--- src/rtl/exec_ctrl_pkg.sv ---
// Shared types for the execution controller: FSM states, command opcodes
// and halt causes.
package exec_ctrl_pkg;

    typedef enum logic [1:0] {
        ST_HALT = 2'd0,
        ST_RUN  = 2'd1,
        ST_STEP = 2'd2
    } exec_state_e;

    typedef enum logic [2:0] {
        OP_RUN     = 3'd0,
        OP_HALT    = 3'd1,
        OP_STEP    = 3'd2,
        OP_SET_BP  = 3'd3,
        OP_CLR_BP  = 3'd4,
        OP_CLR_CNT = 3'd5,
        OP_RSVD6   = 3'd6,
        OP_RSVD7   = 3'd7
    } exec_op_e;

    typedef enum logic [1:0] {
        CAUSE_NONE      = 2'd0,
        CAUSE_CMD       = 2'd1,
        CAUSE_STEP_DONE = 2'd2,
        CAUSE_BREAK     = 2'd3
    } halt_cause_e;

endpackage

--- src/rtl/exec_bp_unit.sv ---
// Single PC breakpoint: address register, armed flag, resume-skip flag and
// the equality compare. Only instantiated when EXEC_CTRL_BP_EN is defined.
module exec_bp_unit #(
    parameter int W = 32
) (
    input  logic         clk_i,
    input  logic         rst_ni,
    input  logic         set_bp,
    input  logic         clr_bp,
    input  logic [W-1:0] bp_addr,
    input  logic [W-1:0] pc,
    input  logic         halted,
    output logic         bp_hit
);

    logic [W-1:0] addr_reg;
    logic         armed_reg;
    logic         skip_reg;

    // Breakpoint storage; skip is set for the first cycle after leaving HALT
    // so that resuming from a breakpoint executes the trapped instruction.
    always_ff @(posedge clk_i or negedge rst_ni) begin
        if (!rst_ni) begin
            addr_reg  <= '0;
            armed_reg <= 1'b0;
            skip_reg  <= 1'b1;
        end else begin
            if (set_bp) begin
                addr_reg  <= bp_addr;
                armed_reg <= 1'b1;
            end else if (clr_bp) begin
                armed_reg <= 1'b0;
            end
            skip_reg <= halted;
        end
    end

    assign bp_hit = armed_reg && !halted && !skip_reg && (pc == addr_reg);

endmodule

--- src/rtl/exec_ctrl.sv ---
// Execution controller for the RV32I core: free-run, halt, N-step and an
// optional PC breakpoint (built only when EXEC_CTRL_BP_EN is defined).
module exec_ctrl
    import exec_ctrl_pkg::*;
#(
    parameter int W         = 32,
    parameter bit START_RUN = 1'b1
) (
    input  logic         clk_i,
    input  logic         rst_ni,
    input  logic         cmd_valid_i,
    output logic         cmd_ready_o,
    input  logic [2:0]   cmd_op_i,
    input  logic [W-1:0] cmd_arg_i,
    input  logic [W-1:0] pc_i,
    output logic         core_en_o,
    output logic         halted_o,
    output logic [1:0]   halt_cause_o,
    output logic [W-1:0] retired_o
);

    exec_state_e  state_reg, state_next;
    halt_cause_e  cause_reg, cause_next;
    logic [W-1:0] remaining_reg, remaining_next;
    logic [W-1:0] retired_reg;
    exec_op_e     op;
    logic         cmd_fire;
    logic         bp_hit;

    assign op           = exec_op_e'(cmd_op_i);
    assign cmd_ready_o  = (state_reg != ST_STEP);
    assign cmd_fire     = cmd_valid_i && cmd_ready_o;
    assign halted_o     = (state_reg == ST_HALT);
    assign core_en_o    = !halted_o && !bp_hit;
    assign halt_cause_o = cause_reg;
    assign retired_o    = retired_reg;

`ifdef EXEC_CTRL_BP_EN
    logic set_bp;
    logic clr_bp;

    assign set_bp = cmd_fire && (op == OP_SET_BP);
    assign clr_bp = cmd_fire && (op == OP_CLR_BP);

    exec_bp_unit #(
        .W(W)
    ) u_bp (
        .clk_i   (clk_i),
        .rst_ni  (rst_ni),
        .set_bp  (set_bp),
        .clr_bp  (clr_bp),
        .bp_addr (cmd_arg_i),
        .pc      (pc_i),
        .halted  (halted_o),
        .bp_hit  (bp_hit)
    );
`else
    // Without the breakpoint hardware the PC is not observed at all.
    logic unused_pc;
    assign unused_pc = ^pc_i;
    assign bp_hit    = 1'b0;
`endif

    // State, cause and step-count registers.
    always_ff @(posedge clk_i or negedge rst_ni) begin
        if (!rst_ni) begin
            state_reg     <= START_RUN ? ST_RUN : ST_HALT;
            cause_reg     <= CAUSE_NONE;
            remaining_reg <= '0;
        end else begin
            state_reg     <= state_next;
            cause_reg     <= cause_next;
            remaining_reg <= remaining_next;
        end
    end

    // Next-state logic; a breakpoint hit outranks any command or step end.
    always_comb begin
        state_next     = state_reg;
        cause_next     = cause_reg;
        remaining_next = remaining_reg;
        case (state_reg)
            ST_HALT: begin
                if (cmd_fire && (op == OP_RUN)) begin
                    state_next = ST_RUN;
                end else if (cmd_fire && (op == OP_STEP)) begin
                    state_next     = ST_STEP;
                    remaining_next = (cmd_arg_i == '0) ? W'(1) : cmd_arg_i;
                end
            end
            ST_RUN: begin
                if (bp_hit) begin
                    state_next = ST_HALT;
                    cause_next = CAUSE_BREAK;
                end else if (cmd_fire && (op == OP_HALT)) begin
                    state_next = ST_HALT;
                    cause_next = CAUSE_CMD;
                end
            end
            ST_STEP: begin
                if (bp_hit) begin
                    state_next     = ST_HALT;
                    cause_next     = CAUSE_BREAK;
                    remaining_next = '0;
                end else begin
                    remaining_next = remaining_reg - W'(1);
                    if (remaining_reg <= W'(1)) begin
                        state_next     = ST_HALT;
                        cause_next     = CAUSE_STEP_DONE;
                        remaining_next = '0;
                    end
                end
            end
            default: begin
                state_next = ST_HALT;
            end
        endcase
    end

    // Retired-instruction counter; a clear wins over a same-cycle retirement.
    always_ff @(posedge clk_i or negedge rst_ni) begin
        if (!rst_ni) begin
            retired_reg <= '0;
        end else if (cmd_fire && (op == OP_CLR_CNT)) begin
            retired_reg <= '0;
        end else if (core_en_o) begin
            retired_reg <= retired_reg + W'(1);
        end
    end

endmodule

--- config.mk ---
export PLATFORM = sky130hd
export DESIGN_NAME = exec_ctrl
export DESIGN_NICKNAME = d
export VERILOG_FILES = /design/src/rtl/exec_ctrl_pkg.sv /design/src/rtl/exec_bp_unit.sv /design/src/rtl/exec_ctrl.sv
export SDC_FILE = /design/constraint.sdc
export NUM_CORES = 1
export LEC_CHECK = 0
export CORE_AREA = 10 10 106 108
export DETAILED_ROUTE_END_ITERATION = 16
export DIE_AREA = 0 0 116 118
export PLACE_DENSITY = 0.78
export SLEW_MARGIN = 5
export SYNTH_ARGS = -nofsm -noshare
export SYNTH_HDL_FRONTEND = slang
export SYNTH_HIERARCHICAL = 1
export SYNTH_SLANG_ARGS = --single-unit
--- constraint.sdc ---
create_clock -name clk_i -period 2.7 [get_ports clk_i]
set_input_delay 0.81 -clock clk_i [delete_from_list [all_inputs] [get_ports clk_i]]
set_output_delay 0.81 -clock clk_i [all_outputs]
set_load 0.05 [all_outputs]
; ---- Word level (Yosys, flattened, before mapping)
; Index checks and enable logic that the tools add are counted.
[totals]
out_inout_bits = 37
elab_cells = 48
register_bits = 68
inputBits = 70
[op_classes]
n_eq_ne = 12
n_reduce_logical = 14
n_lt_le_gt_ge = 1
n_addsub = 2
mux = 15
[ops]
columns = operator, n
row1 = two-way mux 32 bit, 6
row2 = one-hot mux 32 bit (2 select lines), 1
row3 = "adder 32 x 1 -> 32 bit, second input constant", 1
row4 = "less-or-equal comparator 32 x 1 -> 1 bit, second input constant", 1
row5 = zero test 32 bit, 1
row6 = "subtractor 32 x 1 -> 32 bit, second input constant", 1
row7 = two-way mux 2 bit, 6
row8 = AND reduction 3 bit, 3
row9 = "!= test 2 bit, second input constant", 4
row10 = one-hot mux 2 bit (3 select lines), 1
row11 = logical AND 1 bit, 5
row12 = "!= test 2 x 1 -> 1 bit, second input constant", 2
row13 = one-hot mux 2 bit (2 select lines), 1
row14 = nonzero test 2 bit, 2
row15 = "== test 3 x 1 -> 1 bit, second input constant", 1
row16 = "== test 3 x 2 -> 1 bit, second input constant", 1
row17 = "== test 3 bit, second input constant", 1
row18 = zero test 3 bit, 1
row19 = "!= test 3 x 1 -> 1 bit, second input constant", 1
row20 = "== test 2 x 1 -> 1 bit, second input constant", 1
row21 = "== test 2 bit, second input constant", 1
row22 = zero test 2 bit, 1
row23 = zero test 1 bit, 1

; ---- Longest topological paths before layout
[logic_depth]
ltp_word = 6
ltp_mapped = 9
depth_no_buf = 7

; ---- Worst setup path after synthesis
; OpenSTA, ideal clock, no wires.
[synth_path]
path_kind = reg2out
from = register state_reg[1]
to = output core_en_o
required_time_ps = 1890
path_stages_with_launch = 4
slack_ps = -37
n_path_buf = 1
arrival_time_ps = 1927
cell_sequence = dfrtp_1 > buf_2 > nor2_1 > inv_1
[synth_via]
elab_chain_cells = 2
[synth_rtl]
columns = element, line_no
row1 = "start, declared", exec_ctrl.sv:22  ; exec_state_e state_reg, state_next;
row2 = "start signal, assigned", exec_ctrl.sv:67  ; state_reg <= START_RUN ? ST_RUN : ST_HALT;
row3 = "start signal, assigned", exec_ctrl.sv:71  ; state_reg <= state_next;
row4 = zero test 2 bit, exec_ctrl.sv:33  ; assign halted_o = (state_reg == ST_HALT);
row5 = via halted_o, exec_ctrl.sv:17  ; output logic halted_o,
row6 = zero test 1 bit, exec_ctrl.sv:34  ; assign core_en_o = !halted_o && !bp_hit;
row7 = "end, declared", exec_ctrl.sv:16  ; output logic core_en_o,
; The timed path passes the listed nets, and every way through them passes these cells.

; ---- Worst setup path in the final report
[layout_path]
from = register remaining_reg[4]
to = register remaining_reg[17]
[layout_via]
elab_chain_cells = 3
word_cells_on_any_way = 4
cone_classes = add/sub: 1 / order compare: 1 / mux: 2
[layout_rtl]
columns = element, line_no
row1 = "start, declared", exec_ctrl.sv:24  ; logic [W-1:0] remaining_reg, remaining_next;
row2 = "start signal, assigned", exec_ctrl.sv:73  ; remaining_reg <= remaining_next;
row3 = subtractor 32 x 1 -> 32 bit / less-or-equal comparator 32 x 1 -> 1 bit (equally long branches), "exec_ctrl.sv:106, exec_ctrl.sv:107"
row4 = two-way mux 32 bit (*), exec_ctrl.sv:107  ; if (remaining_reg <= W'(1)) begin
row5 = one-hot mux 32 bit (2 select lines) (*), exec_ctrl.sv:82  ; case (state_reg)
; Every way passes the cells marked *; elsewhere a longest branch is shown, timed or not.
; A chain may end at the register's enable or synchronous reset.

==> results.py <==
metrics = {
    "outcome": {
        "outcome": "finished clean",
    },
    "sta": {
        "fmax_mhz": 399.8,
        "worst_clock_skew_ns": 0.01034,
        "drv_slew": 0,
        "setup_viol": 0,
        "fin_ws_ns": 0.1988,
        "layout_min_cycle_time_ns": 2.501,
        "min_period_over_period_pct": 92.64,
        "slew_headroom_pct": 61.63,
        "hold_violations": 0,
        "grt_setup_unrepaired": "no",
        "worst_slew_pin_slew_ns": 0.5702,
    },
    "layout": {
        "layout_commonest_cell": "clkdlybuf4s50_1",
        "layout.cells.non_filler": 649,
        "final_cell_mix": "70 x clkdlybuf4s50_1, 67 x dfrtp_1, 43 x nor2_1",
        "final_nets": 606,
        "synthToLayoutAreaGrowth_pct": 29.31,
        "drive_gt1_share_pct": 13.01,
        "ff_latch_area_um2": 1703,
        "multi_input_area_um2": 2186,
        "fill_cells": 804,
        "antenna-diode-count": 0,
    },
    "placed_design": {
        "gp_congestion": 0.9471,
        "dp_cells": 633,
        "pre_cts_ws_ns": -0.01188,
        "place.port_buffers": 74,
        "hpwl_mm": 8.766,
    },
    "detailed_routing": {
        "vias_per_cell": 6.125,
        "wirelength_mm": 11.92,
        "drc_errors": 0,
        "drt_first_pass_iters": 5,
        "vias": 3975,
        "ant_nets": 0,
        "drt-wirelength-per-cell_um": 18.36,
        "initialDrtViolationCount": 324,
    },
    "clock_tree": {
        "htreeDepth": 3,
        "clock_latency_ns": 0.35,
        "ctsResizeCount": 0,
        "post_cts_buffers": 0,
        "cts_buffers": 9,
        "clkSinkCount": 68,
        "postCtsHoldBufs": 0,
        "clockRootBuffer": "clkbuf_8",
        "clkTransAtPathRegs_ns": 0.08,
        "clk_path_buf_depth": 2,
        "cts_tree": "built",
    },
    "synthesis": {
        "ys_types": 66,
        "synth-simple-area-share_pct": 27.80,
        "synthMuxAreaShare_pct": 0.5547,
        "avgSynthCellArea_um2": 9.207,
        "synth_top_area_share_pct": 41.29,
        "synth_area_leader_cell": "dfrtp_1",
        "synth_top_family_by_area": "simple AND/OR/NAND/NOR gates",
        "syn-cell-area_um2": 4060,
        "ys_warn_count": 6,
        "synthAdderAreaFrac_pct": 0.9245,
        "synth_edf_count": 0,
        "ys_ff_latch": 68,
        "yosysSeqAreaShare_pct": 41.94,
        "synthesis.nets": 514,
        "ys_top_cells_by_area": "dfrtp_1 41%, xor2_1 5.0%, nor2_1 4.2%",
        "synth_xor_area_share_pct": 6.040,
        "synth_ff_type": "dfrtp_1",
        "async_flop_share_pct": 100.0,
        "synth-compound-area-share_pct": 18.31,
        "netlist_instances": 441,
    },
    "setup_path": {
        "slowest_delay_ns": 0.53,
        "timing.rr.end": "remaining_reg[17]",
        "r2r_start": "remaining_reg[4]",
        "cp-end-kind": "flip-flop",
        "crit_chain": "or3_1 -> nor3_2 -> a41o_2 -> buf_4 -> a21oi_1 -> a221o_1",
        "cp-endpoint": "remaining_reg[17]",
        "r2r_slack_ns": 0.20,
        "r2r.worst_path.cells": 6,
        "crit_path_max_fanout": 23,
        "setup.worst_path.start_class": "flip-flop",
        "cpMaxStageDelayCell": "a41o_2",
        "cp.required_ns": 2.93,
        "crit_path_start": "remaining_reg[4]",
        "timing_worst_setup_path_type": "reg2reg",
        "critPathArrivalTime_ns": 2.73,
    },
    "global_routing": {
        "grt.met1_usage_pct": 21.07,
        "grt_first_pass_wirelength_mm": 19.45,
        "grtUsageMet2_pct": 27.60,
        "grt_start_max_net_pins": 44,
        "grt_use_met3_pct": 5.403,
        "grtUsageTotal_pct": 17.05,
        "antenna_found_initial": 0,
        "grt_pass1_vias": 4007,
        "overflow": 0,
        "gr-max-usage-layer": "met2",
    },
    "die": {
        "row_count": 35,
        "die_h_um": 118,
        "die_area_um2": 13690,
        "initial_core_util_pct": 44.57,
        "core_um2": 9109,
        "die_w_um": 116,
        "pin_count": 107,
    },
    "job": {
        "drv_cap": 0,
    },
    "hold_path": {
        "hold_path.class": "in2async",
    },
    "power_and_ir_drop": {
        "intPower_uw": 2473,
        "p_seq_share_pct": 41.8,
        "leakage_uw": 0.002134,
        "p_switching_uw": 1789,
        "p_comb_share_pct": 37.6,
        "switching_share_pct": 41.98,
        "irDropWorstVdd_mv": 0.4123,
        "clockPowerShare_pct": 20.5,
        "power_density_nw_per_um2": 811.9,
    },
}
power by group through the flow:
| stage | combinational [µW] | clock, µW | sequential, µW |
|---|---|---|---|
| after floorplan | 893 | 0 | 1890 |
| after CTS | 1610 | 883 | 1770 |
| final | 1600 | 875 | 1780 |
| after global routing | 1740 | 925 | 1840 |
| after global placement | 1550 | 0 | 1760 |
| after detailed placement | 1600 | 0 | 1780 |
synthesized netlist by cell type, types with 7 or more instances:
cell type	count
nand2_1	34
xor2_1	23
o21ai_0	24
a22oi_1	9
dfrtp_1	67
nand3_1	25
a22o_1	7
nor2_1	45
nand4_1	17
clkbuf_1	11
a21oi_1	15
or3_1	10
inv_1	13
nor3_1	17
a32oi_1	7
nor4_1	16
logic make-up (layout without fill, tap and decap cells):
logic type               after synthesis  in the layout
AND/OR/NAND/NOR                      201            201
AO/OA/AOI/OAI                        104            104
flip-flops                            68             68
buffers and inverters                 35            132
XOR/XNOR                              28             28
adder cells (fa/ha/maj)                3              3
multiplexers                           2              2
routing by layer:
layer	share of wire, %	wire, µm
met5	0	0
met4	1.6	187
met3	8.3	987
met2	47	5614
met1	43	5128
stage by stage:
stage	util [%]	cell area [µm²]	total power [µW]	TNS (ns)	hold WS, ns
after global placement	55.41	5047	3304	-0.02357	0.4913
final	57.64	5250	4262	0	0.4548
after CTS	57.64	5250	4256	0	0.4662
after global routing	57.64	5250	4505	0	0.4723
after detailed placement	55.41	5047	3381	-0.01188	0.4985
after floorplan	-	4063	2784	0	0.4725
how the worst min path moves through the flow:
| stage | endpoint | depth (start not counted) |
|---|---|---|
| floorplan | remaining_reg[6] | 1 |
| global placement | remaining_reg[6] | 1 |
| detailed placement | remaining_reg[6] | 1 |
| CTS | retired_o[13] | 2 |
| global route | retired_o[5] | 2 |
| finish | retired_o[13] | 2 |
final cells by class:
cell class                 instances  share of cell area, %
inverter                          13                 0.9295
sequential                        68                  32.44
clock inverter                     4                 0.9056
clock buffer                      12                  2.955
timing repair buffer             103                  18.49
tap                              111                  2.645
multi-input combinational        338                  41.63
critical path: cells and delay by family, from the launching register on:
kind / cells / cell delay, ns
AOI/OAI and AO/OA: 3 / 0.83
DFF: 1 / 0.46
and+or+nand+nor: 2 / 0.88
buffers and inverters: 1 / 0.22
Note: power is estimated with default switching activity, not from simulation.
